$ cat config.mk
export PLATFORM = sky130hd
export DESIGN_NAME = crossbar_row_loader
export DESIGN_NICKNAME = d
export VERILOG_FILES = /design/src/rtl/crossbar_row_loader.sv
export SDC_FILE = /design/constraint.sdc
export NUM_CORES = 1
export LEC_CHECK = 0
export ABC_AREA = 1
export BUFFER_PORTS_ARGS = -buffer_cell sky130_fd_sc_hd__buf_2
export CAP_MARGIN = 20
export CORE_UTILIZATION = 53
export CTS_BUF_LIST = sky130_fd_sc_hd__clkbuf_4 sky130_fd_sc_hd__clkbuf_8
export CTS_CLUSTER_DIAMETER = 50
export DETAILED_ROUTE_END_ITERATION = 8
export GPL_TIMING_DRIVEN = 0
export HOLD_SLACK_MARGIN = 0.03
export PLACE_DENSITY = 0.78
export SKIP_LAST_GASP = 1
export SYNTH_ARGS = -nofsm -noshare
export SYNTH_HDL_FRONTEND = slang
export SYNTH_SLANG_ARGS = --single-unit
$ cat constraint.sdc
create_clock -name clk -period 1.5 [get_ports clk]
set_input_delay 0.15 -clock clk [delete_from_list [all_inputs] [get_ports clk]]
set_output_delay 0.15 -clock clk [all_outputs]
set_load 0.02 [all_outputs]
$ cat src/rtl/crossbar_row_loader.sv
// Upstream feeder for the crossbar row registers: packs W-bit host chunks into
// N-bit rows and strobes them one-hot into consecutive rows per start command.
module crossbar_row_loader #(
   parameter int N = 10,
   parameter int W = 4,
   parameter int R = 8
) (
   input  logic                     clk,
   input  logic                     rst,
   input  logic                     start,
   input  logic [$clog2(R+1)-1:0]   row_count,
   input  logic                     in_valid,
   input  logic [W-1:0]             in_data,
   output logic                     in_ready,
   output logic [N-1:0]             row_data,
   output logic [R-1:0]             row_load,
   output logic                     busy,
   output logic                     done,
   output logic [1:0]               state_dbg
);

   localparam int CHUNKS = (N + W - 1) / W;
   localparam int BW     = CHUNKS * W;
   localparam int CCW    = (CHUNKS > 1) ? $clog2(CHUNKS) : 1;
   localparam int RIW    = $clog2(R);
   localparam int CNTW   = $clog2(R + 1);

   // Handshake: a chunk transfers on a rising edge where in_valid & in_ready are both high;
   // in_ready is high exactly while COLLECT is active.
   typedef enum logic [1:0] {
      IDLE    = 2'd0,
      COLLECT = 2'd1,
      LOAD    = 2'd2,
      DONE    = 2'd3
   } state_t;

   state_t            state_q;
   logic [CNTW-1:0]   count_q;
   logic [RIW-1:0]    row_q;
   logic [CCW-1:0]    chunk_q;
   logic [BW-1:0]     buf_q;
   logic [N-1:0]      row_data_q;
   logic [R-1:0]      row_load_q;
   logic              in_ready_q;
   logic              busy_q;
   logic              done_q;

   logic [BW-1:0]     asm_d;
   logic [CNTW-1:0]   count_d;
   logic              last_chunk;
   logic              last_row;
   logic              hs;

   always_comb begin
      asm_d = buf_q;
      asm_d[int'(chunk_q)*W +: W] = in_data;
   end

   assign count_d    = (row_count > CNTW'(R)) ? CNTW'(R) : row_count;
   assign last_chunk = (chunk_q == CCW'(CHUNKS - 1));
   assign last_row   = (CNTW'(row_q) == (count_q - CNTW'(1)));
   assign hs         = in_valid & in_ready_q;

   always_ff @(posedge clk) begin
      if (rst) begin
         state_q    <= IDLE;
         count_q    <= '0;
         row_q      <= '0;
         chunk_q    <= '0;
         buf_q      <= '0;
         row_data_q <= '0;
         row_load_q <= '0;
         in_ready_q <= 1'b0;
         busy_q     <= 1'b0;
         done_q     <= 1'b0;
      end else begin
         row_load_q <= '0;
         done_q     <= 1'b0;
         case (state_q)
            IDLE: begin
               if (start) begin
                  busy_q <= 1'b1;
                  if (row_count == '0) begin
                     state_q <= DONE;
                     done_q  <= 1'b1;
                  end else begin
                     count_q    <= count_d;
                     row_q      <= '0;
                     chunk_q    <= '0;
                     buf_q      <= '0;
                     in_ready_q <= 1'b1;
                     state_q    <= COLLECT;
                  end
               end
            end
            COLLECT: begin
               if (hs) begin
                  if (last_chunk) begin
                     // Pad bits above N-1 in the final chunk are dropped here.
                     row_data_q        <= asm_d[N-1:0];
                     buf_q             <= '0;
                     chunk_q           <= '0;
                     in_ready_q        <= 1'b0;
                     row_load_q[row_q] <= 1'b1;
                     state_q           <= LOAD;
                  end else begin
                     buf_q   <= asm_d;
                     chunk_q <= chunk_q + CCW'(1);
                  end
               end
            end
            LOAD: begin
               if (last_row) begin
                  done_q  <= 1'b1;
                  state_q <= DONE;
               end else begin
                  row_q      <= row_q + RIW'(1);
                  chunk_q    <= '0;
                  in_ready_q <= 1'b1;
                  state_q    <= COLLECT;
               end
            end
            DONE: begin
               busy_q  <= 1'b0;
               state_q <= IDLE;
            end
            default: state_q <= IDLE;
         endcase
      end
   end

   assign in_ready  = in_ready_q;
   assign row_data  = row_data_q;
   assign row_load  = row_load_q;
   assign busy      = busy_q;
   assign done      = done_q;
   assign state_dbg = state_q;

endmodule

==> run_results.csv, run 1 <==
group,metric,value,unit
run_status,outcome,"finished with violations",
run_status,failed_checks,"negative setup slack",
logic_synthesis,syn_nets,313,
timing,fin_ws,-0.1217,ns
critical_path,worstSetupEndpointType,"register",
cts,cts_hold_buf,0,
die,ios,35,
cts,cts_tree,"yes",
placement,place_area,2449,um2
logic_synthesis,synth_edf_count,0,
die,row_count,23,
logic_synthesis,synth-seq-cells,42,
logic_synthesis,syn_inst,290,
run,cap_violations,0,
logic_synthesis,seq_area_frac_synth,0.3816,
global_route,grt_overflow_total,0,
power,leakage,0.001299,uW
timing,period_minus_slack,1.622,ns
timing,slew_headroom,0.5903,
cts,clock-sinks,42,
logic_synthesis,synthArstFlopShare,0,
power,p_total,5005,uW
cts,clockBufferDepth,2,
cts,root_buffer,"clkbuf_8",
final_layout,nNetsFinal,373,
die,core_area,4000,um2
timing,rsz0062_at_grt,"true",
final_layout,n_antenna_cell,0,
global_route,antenna_found_initial,0,
placement,dpl.hpwl,3.203,mm
power,peakVddDrop,1.251,mV
placement,portBuffers,34,
logic_synthesis,synth.top_cell.area_share,0.3816,
die,die_h,66.48,um
logic_synthesis,ys.flop_type,"dfxtp_1",
detailed_routing,viasPerCell,5.232,
critical_path,required,1.74,ns
placement,dp_slack,-0.2428,ns
logic_synthesis,yosysUniqueCellTypes,26,
logic_synthesis,syn_area_per_cell,7.598,um2
timing,post-route-period-util,1.081,
timing,drv_slew,0,
timing,tightest_slew,0.6146,ns
critical_path,worstSetupPathType,"reg2reg",
critical_path,worstPathArrival,1.86,ns
critical_path,worstPathMaxFanout,5,
global_route,grt_usage,0.2522,
cts,clk_latency,0.30,ns
detailed_routing,drc,0,
placement,place_congestion,0.8478,
final_layout,syn_to_final_growth,39.69,%
worst_hold_path,min_path_type,"in2reg",
detailed_routing,wl_per_cell,14.92,um
timing,fmax,616.6,MHz
detailed_routing,num_vias,2098,
detailed_routing,antenna_left,0,
global_route,grt_pass1_vias,1860,
cts,cts_buffers,5,
power,powerDensity,1626,nW/um2
cts,clk_pin_slew,0.09,ns
die,die_w,66.48,um
global_route,grt_max_degree,16,
logic_synthesis,yosys.area.top_type,"dfxtp_1",
timing,finalSetupViolCount,12,
die,initial_core_util,0.5508,
cts,htreeDepth,2,
timing,finalHoldViolCount,0,
timing,finClkSkew,0.01072,ns
critical_path,start_kind,"register",
die,die_area,4419,um2
global_route,grt_pass1_wl,8.418,mm
logic_synthesis,synth_area_leaders,"dfxtp_1, inv_1, nand2_1",
detailed_routing,drtIter0Drc,166,
detailed_routing,wl,5.981,mm
logic_synthesis,yosysWarnings,0,
logic_synthesis,syn-cell-area,2203,um2
final_layout,utilization,0.7695,
final_layout,drive_gt1_frac,0.4473,
final_layout,fin_area,3078,um2
detailed_routing,drt-pass1-iter-count,4,
## registers in the layout, indices dropped and copies added, names as in the netlist
name	cells
in_ready	1
row_q	3
row_load	8
done	1
busy	1
buf_q	10
row_data	10
state_dbg	2
chunk_q	2
count_q	4
## synthesized netlist by cell type (all sizes together) (2+ instances only)
cell and number:
inv 58, nand2 53, dfxtp 42, a21oi 30
nand3 27, nor2 23, o21ai 13, ha 11
o22ai 10, nor3 6, buf 5, a211oi 4
clkbuf 4, nand4 2
## kinds of logic (layout without fill, tap and decap cells)
kind of cell             after synthesis  count (layout)  share of synthesized area
flip-flops                            42              42                     0.3816
adder cells (fa/ha/maj)               11              11                    0.06246
AND/OR/NAND/NOR                      111             111                     0.2658
XOR/XNOR                               1               1                   0.003976
AO/OA/AOI/OAI                         57              57                     0.1601
buffers and inverters                 68             129                     0.1261
## per-layer routing
layer,vias to the layer above,track usage,share of wire
met5,-,0,0
met4,0,0.09574,0.023
met3,14,0.05822,0.036
met2,50,0.4158,0.49
met1,986,0.3167,0.45
li1,1048,-,-
## timing repair
action	in CTS	in global routing
cloned	3	0
pin swaps	6	12
resized for setup	34	56
setup buffers	8	9
setup endpoints to repair	29	35
## critical path, stage by stage (launching register included)
cell,delay [ns]
dfxtp_4,0.41
inv_4,0.07
ha_4,0.27
nand3_1,0.14
o22ai_1,0.37
nand3_4,0.12
a21oi_2,0.17
## area by class of cell
type | count | area [um2]
Buffer | 8 | 61.31
Clock buffer | 5 | 68.82
Clock inverter | 3 | 23.77
Fill cell | 245 | 922.1
Inverter | 59 | 242.7
Multi-Input combinational cell | 180 | 1389
Sequential cell | 42 | 855.8
Tap cell | 50 | 62.56
Timing Repair Buffer | 54 | 374.1
## where the power goes
group	leakage (uW)	internal (uW)	switching, uW
clock	0.0000408	333	444
sequential	0.000344	1250	147
combinational	0.000915	1210	1620
total	0.00130	2790	2210
## worst paths after layout
| check | startpoint | end | slack, ns | cells past startpoint |
|---|---|---|---|---|
| setup / recovery | chunk_q[0] | buf_q[9] | -0.12 | 6 |
| hold / removal | row_count[3] | count_q[3] | 0.13 | 3 |
| setup reg to reg | chunk_q[0] | buf_q[9] | -0.12 | 6 |
| hold reg to reg | buf_q[8] | buf_q[8] | 0.49 | 2 |
## stage by stage
| stage | hold WS [ns] | TNS, ns | instances |
|---|---|---|---|
| after floorplan | 0.3019 | 0 | 290 |
| after global placement | 0.4364 | -3.075 | 374 |
| after detailed placement | 0.4441 | -3.760 | 374 |
| after CTS | 0.1299 | 0 | 393 |
| after global routing | 0.1458 | -2.013 | 401 |
| final | 0.1333 | -0.4075 | 401 |
## placed cells by master (no fill, tap or decap), types with 3 or more instances in the layout
master	synthesis	routed
a211oi_1	4	4
a21oi_1	19	17
a21oi_2	11	13
buf_2	2	36
buf_4	1	14
buf_6	2	6
clkbuf_8	0	5
dfxtp_1	42	36
dfxtp_2	0	3
dfxtp_4	0	3
ha_1	11	4
ha_4	0	6
inv_1	53	45
inv_2	5	8
inv_4	0	3
nand2_1	48	46
nand2_2	4	5
nand3_1	12	9
nand3_2	15	11
nand3_4	0	7
nor2_1	15	12
nor2_2	6	7
nor2_4	2	4
nor3_1	6	3
nor3_2	0	3
o21ai_0	12	8
o21ai_1	0	4
o22ai_2	0	3
o22ai_4	0	6
Power figures use the tool's default switching activity.
==> run 2, diff against run 1 <==
==> constraint.sdc (replaced) <==
create_clock -name clk -period 1.5 [get_ports clk]
set_input_delay 0 -clock clk [delete_from_list [all_inputs] [get_ports clk]]
set_output_delay 0 -clock clk [all_outputs]
set_load 0.02 [all_outputs]
==> run 2 against run 1 <==
  * The flow still finishes with violations (negative setup slack)
  * Clock power grew 0.5%
  * Final cell count grew 0.25%
  * Global-route usage grew 0.72 points
  * Critical path type is now in2reg
  * Hold slack lost 0.10 ns
  * Via count grew 3.5%
  * Setup slack gained 0.053 ns
  * Sequential share of layout area grew 0.57 points
==> run_results.csv, run 2 (synthesized netlist as in run 1, its figures left out) <==
group,metric,value,unit
run_status,outcome,"finished with violations",
run_status,failed_checks,"negative setup slack",
placement,portBuffers,34,
critical_path,critPathSlowestCell,"dlygate4sd3_1",
critical_path,critPathMaxStageDelay,0.60,ns
die,die_w,66.48,um
timing,period_minus_slack,1.569,ns
detailed_routing,num_vias,2172,
final_layout,nFillCells,258,
timing,finClkSkew,0.007473,ns
final_layout,mostFrequentLayoutCell,"nand2_1",
final_layout,nNetsFinal,374,
detailed_routing,viasPerCell,5.403,
timing,finalSetupViolCount,13,
power,powerDensity,1598,nW/um2
final_layout,final_cell_mix,"nand2_1, inv_1, buf_2, dfxtp_1, a21oi_1",
die,initial_core_util,0.5508,
timing,post-route-period-util,1.046,
final_layout,instances_no_fill,402,
cts,root_buffer,"clkbuf_8",
final_layout,utilization,0.7563,
global_route,grt_overflow_total,0,
detailed_routing,antenna_left,0,
placement,dpl.hpwl,3.203,mm
detailed_routing,wl_per_cell,14.79,um
cts,clock-sinks,42,
final_layout,n_antenna_cell,0,
placement,place_congestion,0.8478,
final_layout,syn_to_final_growth,37.31,%
die,row_count,23,
power,leakage,0.001296,uW
timing,drv_slew,0,
detailed_routing,drc,0,
critical_path,worstSetupPathType,"in2reg",
placement,dp.cells,374,
detailed_routing,wl,5.947,mm
critical_path,crit_chain,"dlygate4sd3_1, buf_2, nor2_2, dlygate4sd3_1, nand4_1, a21oi_1",
final_layout,drive_gt1_frac,0.4375,
cts,clk_pin_slew,0.09,ns
global_route,grt_usage,0.2594,
die,die_area,4419,um2
placement,dp_slack,-0.2428,ns
critical_path,worstSetupEndpointType,"register",
critical_path,cpMostUsedCell,"dlygate4sd3_1",
critical_path,required,1.72,ns
timing,slew_headroom,0.5619,
critical_path,worstPathMaxFanout,3,
global_route,grt_pass1_vias,1885,
detailed_routing,drt-pass1-iter-count,4,
critical_path,worstPathArrival,1.78,ns
global_route,grt_pass1_wl,8.673,mm
cts,clk_latency,0.30,ns
timing,fin_ws,-0.06902,ns
global_route,antenna_found_initial,0,
cts,cts_tree,"yes",
power,peakVddDrop,1.257,mV
final_layout,fin_area,3025,um2
die,die_h,66.48,um
worst_hold_path,min_path_type,"in2reg",
timing,rsz0062_at_grt,"true",
critical_path,start_kind,"input port",
timing,finalHoldViolCount,0,
timing,holdWs,0.02996,ns
detailed_routing,drtIter0Drc,190,
die,core_area,4000,um2
placement,place_area,2449,um2
cts,htreeDepth,2,
timing,tightest_slew,0.6571,ns
cts,cts_buffers,5,
cts,clockBufferDepth,2,
die,ios,35,
timing,fmax,637.3,MHz
run,cap_violations,0,
global_route,grt_max_degree,16,
[run 2: cell count changes in the layout (fill, tap and decap cells not counted), moves of 3 or more]
cell,change
o22ai_4,-3
nor2_2,+3
dlygate4sd3_1,+4
o22ai_2,+3
[run 2: cell type report]
cell class	count	area, um2	share of cell area
Tap cell	50	62.56	0.02068
Clock inverter	3	23.77	0.007858
Inverter	59	237.7	0.07858
Multi-Input combinational cell	180	1334	0.4409
Timing Repair Buffer	55	379.1	0.1253
Sequential cell	42	858.3	0.2837
Buffer	8	61.31	0.02026
Clock buffer	5	68.82	0.02275
[run 2: critical path, delay by kind of cell]
kind / cells / cell delay, ns
buffers and inverters: 3 / 1.26
AOI/OAI and AO/OA: 1 / 0.22
and+or+nand+nor: 2 / 0.29
[run 2: per-stage QoR]
stage	TNS [ns]	power, uW
2_1_floorplan	0	2686
3_3_place_gp	-3.075	2996
3_5_place_dp	-3.760	3020
4_1_cts	0	4341
5_1_grt	-1.497	5085
6_report	-0.4820	4836
[run 2: report_power, final]
group	internal, uW	total, uW	switching [uW]	leakage, uW
clock	333	782	449	0.0000408
combinational	1130	2660	1530	0.000911
sequential	1250	1390	137	0.000344
[run 2: final timing paths]
kind / start / endpoint / slack [ns] / depth (start not counted)
setup / recovery: row_count[1] / done / -0.07 / 6
hold / removal: rst / row_load[6] / 0.03 / 4
setup reg to reg: state_dbg[0] / buf_q[2] / -0.06 / 10
hold reg to reg: buf_q[4] / buf_q[4] / 0.48 / 2
[run 2: routing by layer]
metal / wire length (um) / GRT usage / up-vias / part of all wire
met4: 197 / 0.08777 / 0 / 0.033
met3: 325 / 0.05651 / 24 / 0.055
met1: 2583 / 0.3292 / 1010 / 0.43
met5: 0 / 0 / - / 0
li1: - / - / 1054 / -
met2: 2841 / 0.4311 / 84 / 0.48
[run 2: repair_timing]
| item | 4_1_cts | 5_1_grt |
|---|---|---|
| setup endpoints to repair | 29 | 36 |
| hold buffers | 4 | 0 |
| gates resized for setup | 34 | 46 |
| hold endpoints to repair | 2 | 0 |
| pin swaps | 6 | 10 |
| gates cloned | 3 | 0 |
| setup buffers | 8 | 6 |
==> run 3, diff against run 2 <==
- CORE_MARGIN: not set -> 3
==> run 3 against run 2 <==
  * The run still ends with negative setup slack left
  * Clock skew decreased by 0.0018 ns
  * Die area increased by 12%
  * Clock-buffer cell count unchanged
  * Sequential share of layout area increased by 0.96 points
  * Global-route usage decreased by 5.1 points
  * Flip-flop and latch count unchanged
  * Non-clock buffer count decreased by 6
  * Power decreased by 6.4%
  * Sequential power about the same
  * Critical path depth increased by 3
  * Utilization increased by 0.95 points
==> run_results.csv, run 3 (synthesized netlist as in run 1, its figures left out) <==
group,metric,value,unit
run_status,outcome,"finished with violations",
run_status,failed_checks,"negative setup slack",
cts,root_buffer,"clkbuf_8",
critical_path,start_kind,"register",
critical_path,worstPathMaxFanout,6,
cts,cts_buffers,5,
placement,portBuffers,34,
timing,holdWs,0.05174,ns
final_layout,syn_to_final_growth,32.99,%
detailed_routing,drc,0,
final_layout,drive_gt1_frac,0.4174,
timing,finalHoldViolCount,0,
detailed_routing,antenna_left,0,
timing,rsz0062_at_grt,"true",
timing,period_minus_slack,1.540,ns
die,ios,35,
critical_path,r2r_cells,9,
power,leakage,0.001263,uW
cts,clock-sinks,42,
critical_path,required,1.73,ns
global_route,grt_overflow_total,0,
timing,post-route-period-util,1.027,
timing,slew_headroom,0.6172,
power,powerDensity,1544,nW/um2
timing,finClkSkew,0.005638,ns
cts,cts_tree,"yes",
final_layout,n_antenna_cell,0,
timing,tightest_slew,0.5742,ns
detailed_routing,num_vias,2081,
global_route,grt_pass1_wl,8.300,mm
timing,finalSetupViolCount,6,
critical_path,r2r_setup_slack,-0.04,ns
die,core_area,3826,um2
worst_hold_path,whs_path_depth,4,
detailed_routing,drtIter0Drc,163,
placement,dpl.hpwl,3.255,mm
critical_path,worstSetupEndpointType,"register",
final_layout,nFillCells,255,
timing,fin_ws,-0.04005,ns
detailed_routing,drt-pass1-iter-count,4,
run,cap_violations,0,
power,swShare,0.4403,
global_route,antenna_found_initial,0,
timing,fmax,649.3,MHz
die,die_h,70.48,um
power,clkPwrFrac,0.156,
die,row_count,22,
power,seqPwrFrac,0.302,
global_route,grt_usage,0.2079,
placement,dp.cells,372,
critical_path,worstSetupPathType,"reg2reg",
cts,clk_latency,0.30,ns
worst_hold_path,min_path_type,"in2reg",
detailed_routing,wl_per_cell,14.48,um
global_route,grt_max_degree,13,
die,die_area,4967,um2
placement,place_congestion,0.7955,
final_layout,final_cell_mix,"inv_1, nand2_1, buf_2",
final_layout,mostFrequentLayoutCell,"inv_1",
die,initial_core_util,0.5759,
power,p_total,4524,uW
power,comb_power_share,0.542,
cts,htreeDepth,2,
cts,clk_pin_slew,0.08,ns
power,switching_power,1992,uW
detailed_routing,wl,5.689,mm
final_layout,instances_no_fill,393,
power,peakVddDrop,1.370,mV
critical_path,worstPathArrival,1.77,ns
power,p_int,2532,uW
die,die_w,70.48,um
detailed_routing,viasPerCell,5.295,
global_route,grt_pass1_vias,1838,
final_layout,nNetsFinal,368,
cts,clockBufferDepth,2,
timing,drv_slew,0,
run 3: worst paths after layout:
| check | start | endpoint |
|---|---|---|
| worst max-delay path | state_dbg[0] | buf_q[1] |
| worst min-delay path | rst | row_load[1] |
| worst max register to register | state_dbg[0] | buf_q[1] |
| worst min register to register | buf_q[6] | buf_q[6] |
run 3: repair_timing:
item	in CTS	in global routing
hold buffers	3	1
gates cloned	1	1
buffers inserted	6	2
pin swaps	6	9
gates resized for setup	35	36
endpoints found under the hold margin	3	1
setup endpoints to repair	29	32
run 3: power groups by stage:
| stage | clock, uW | sequential [uW] | combinational (uW) |
|---|---|---|---|
| CTS | 710 | 1360 | 2070 |
| global route | 753 | 1380 | 2660 |
| finish | 707 | 1370 | 2450 |
| floorplan | 0 | 1410 | 1280 |
| global placement | 0 | 1370 | 1610 |
| detailed placement | 0 | 1370 | 1640 |
run 3: layout make-up:
cell class | instances | area, um2 | area share
Multi-Input combinational cell | 180 | 1323 | 0.4513
Clock inverter | 2 | 10.01 | 0.003416
Inverter | 59 | 230.2 | 0.07857
Buffer | 9 | 76.32 | 0.02605
Clock buffer | 5 | 68.82 | 0.02348
Timing Repair Buffer | 48 | 302.8 | 0.1033
Tap cell | 48 | 60.06 | 0.02050
Sequential cell | 42 | 859.6 | 0.2933
run 3: critical path, stage by stage (launching register included):
cell and delay [ns]:
dfxtp_4 0.39, inv_4 0.05, ha_4 0.16, buf_6 0.13
nand3_4 0.08, nand2_4 0.06, nor2_4 0.19, clkbuf_16 0.20
nand3_2 0.08, a21oi_2 0.13
run 3: per-stage QoR:
step / instance area (um2) / setup TNS [ns] / setup WS [ns] / utilization
2_1_floorplan: 2216 / 0 / 0.01395 / -
3_5_place_dp: 2446 / -3.589 / -0.2365 / 0.6393
4_1_cts: 2775 / -0.006098 / -0.003508 / 0.7253
3_3_place_gp: 2446 / -2.752 / -0.1932 / 0.6393
6_report: 2930 / -0.1585 / -0.04005 / 0.7659
5_1_grt: 2930 / -1.367 / -0.1129 / 0.7659
run 3: metal layers:
| metal | share of wire | routed length [um] | vias up | global-route usage |
|---|---|---|---|---|
| li1 | - | - | 1040 | - |
| met1 | 0.43 | 2447 | 950 | 0.2850 |
| met2 | 0.49 | 2774 | 76 | 0.3098 |
| met3 | 0.056 | 319 | 15 | 0.03885 |
| met4 | 0.026 | 147 | 0 | 0.1043 |
| met5 | 0 | 0 | - | 0 |
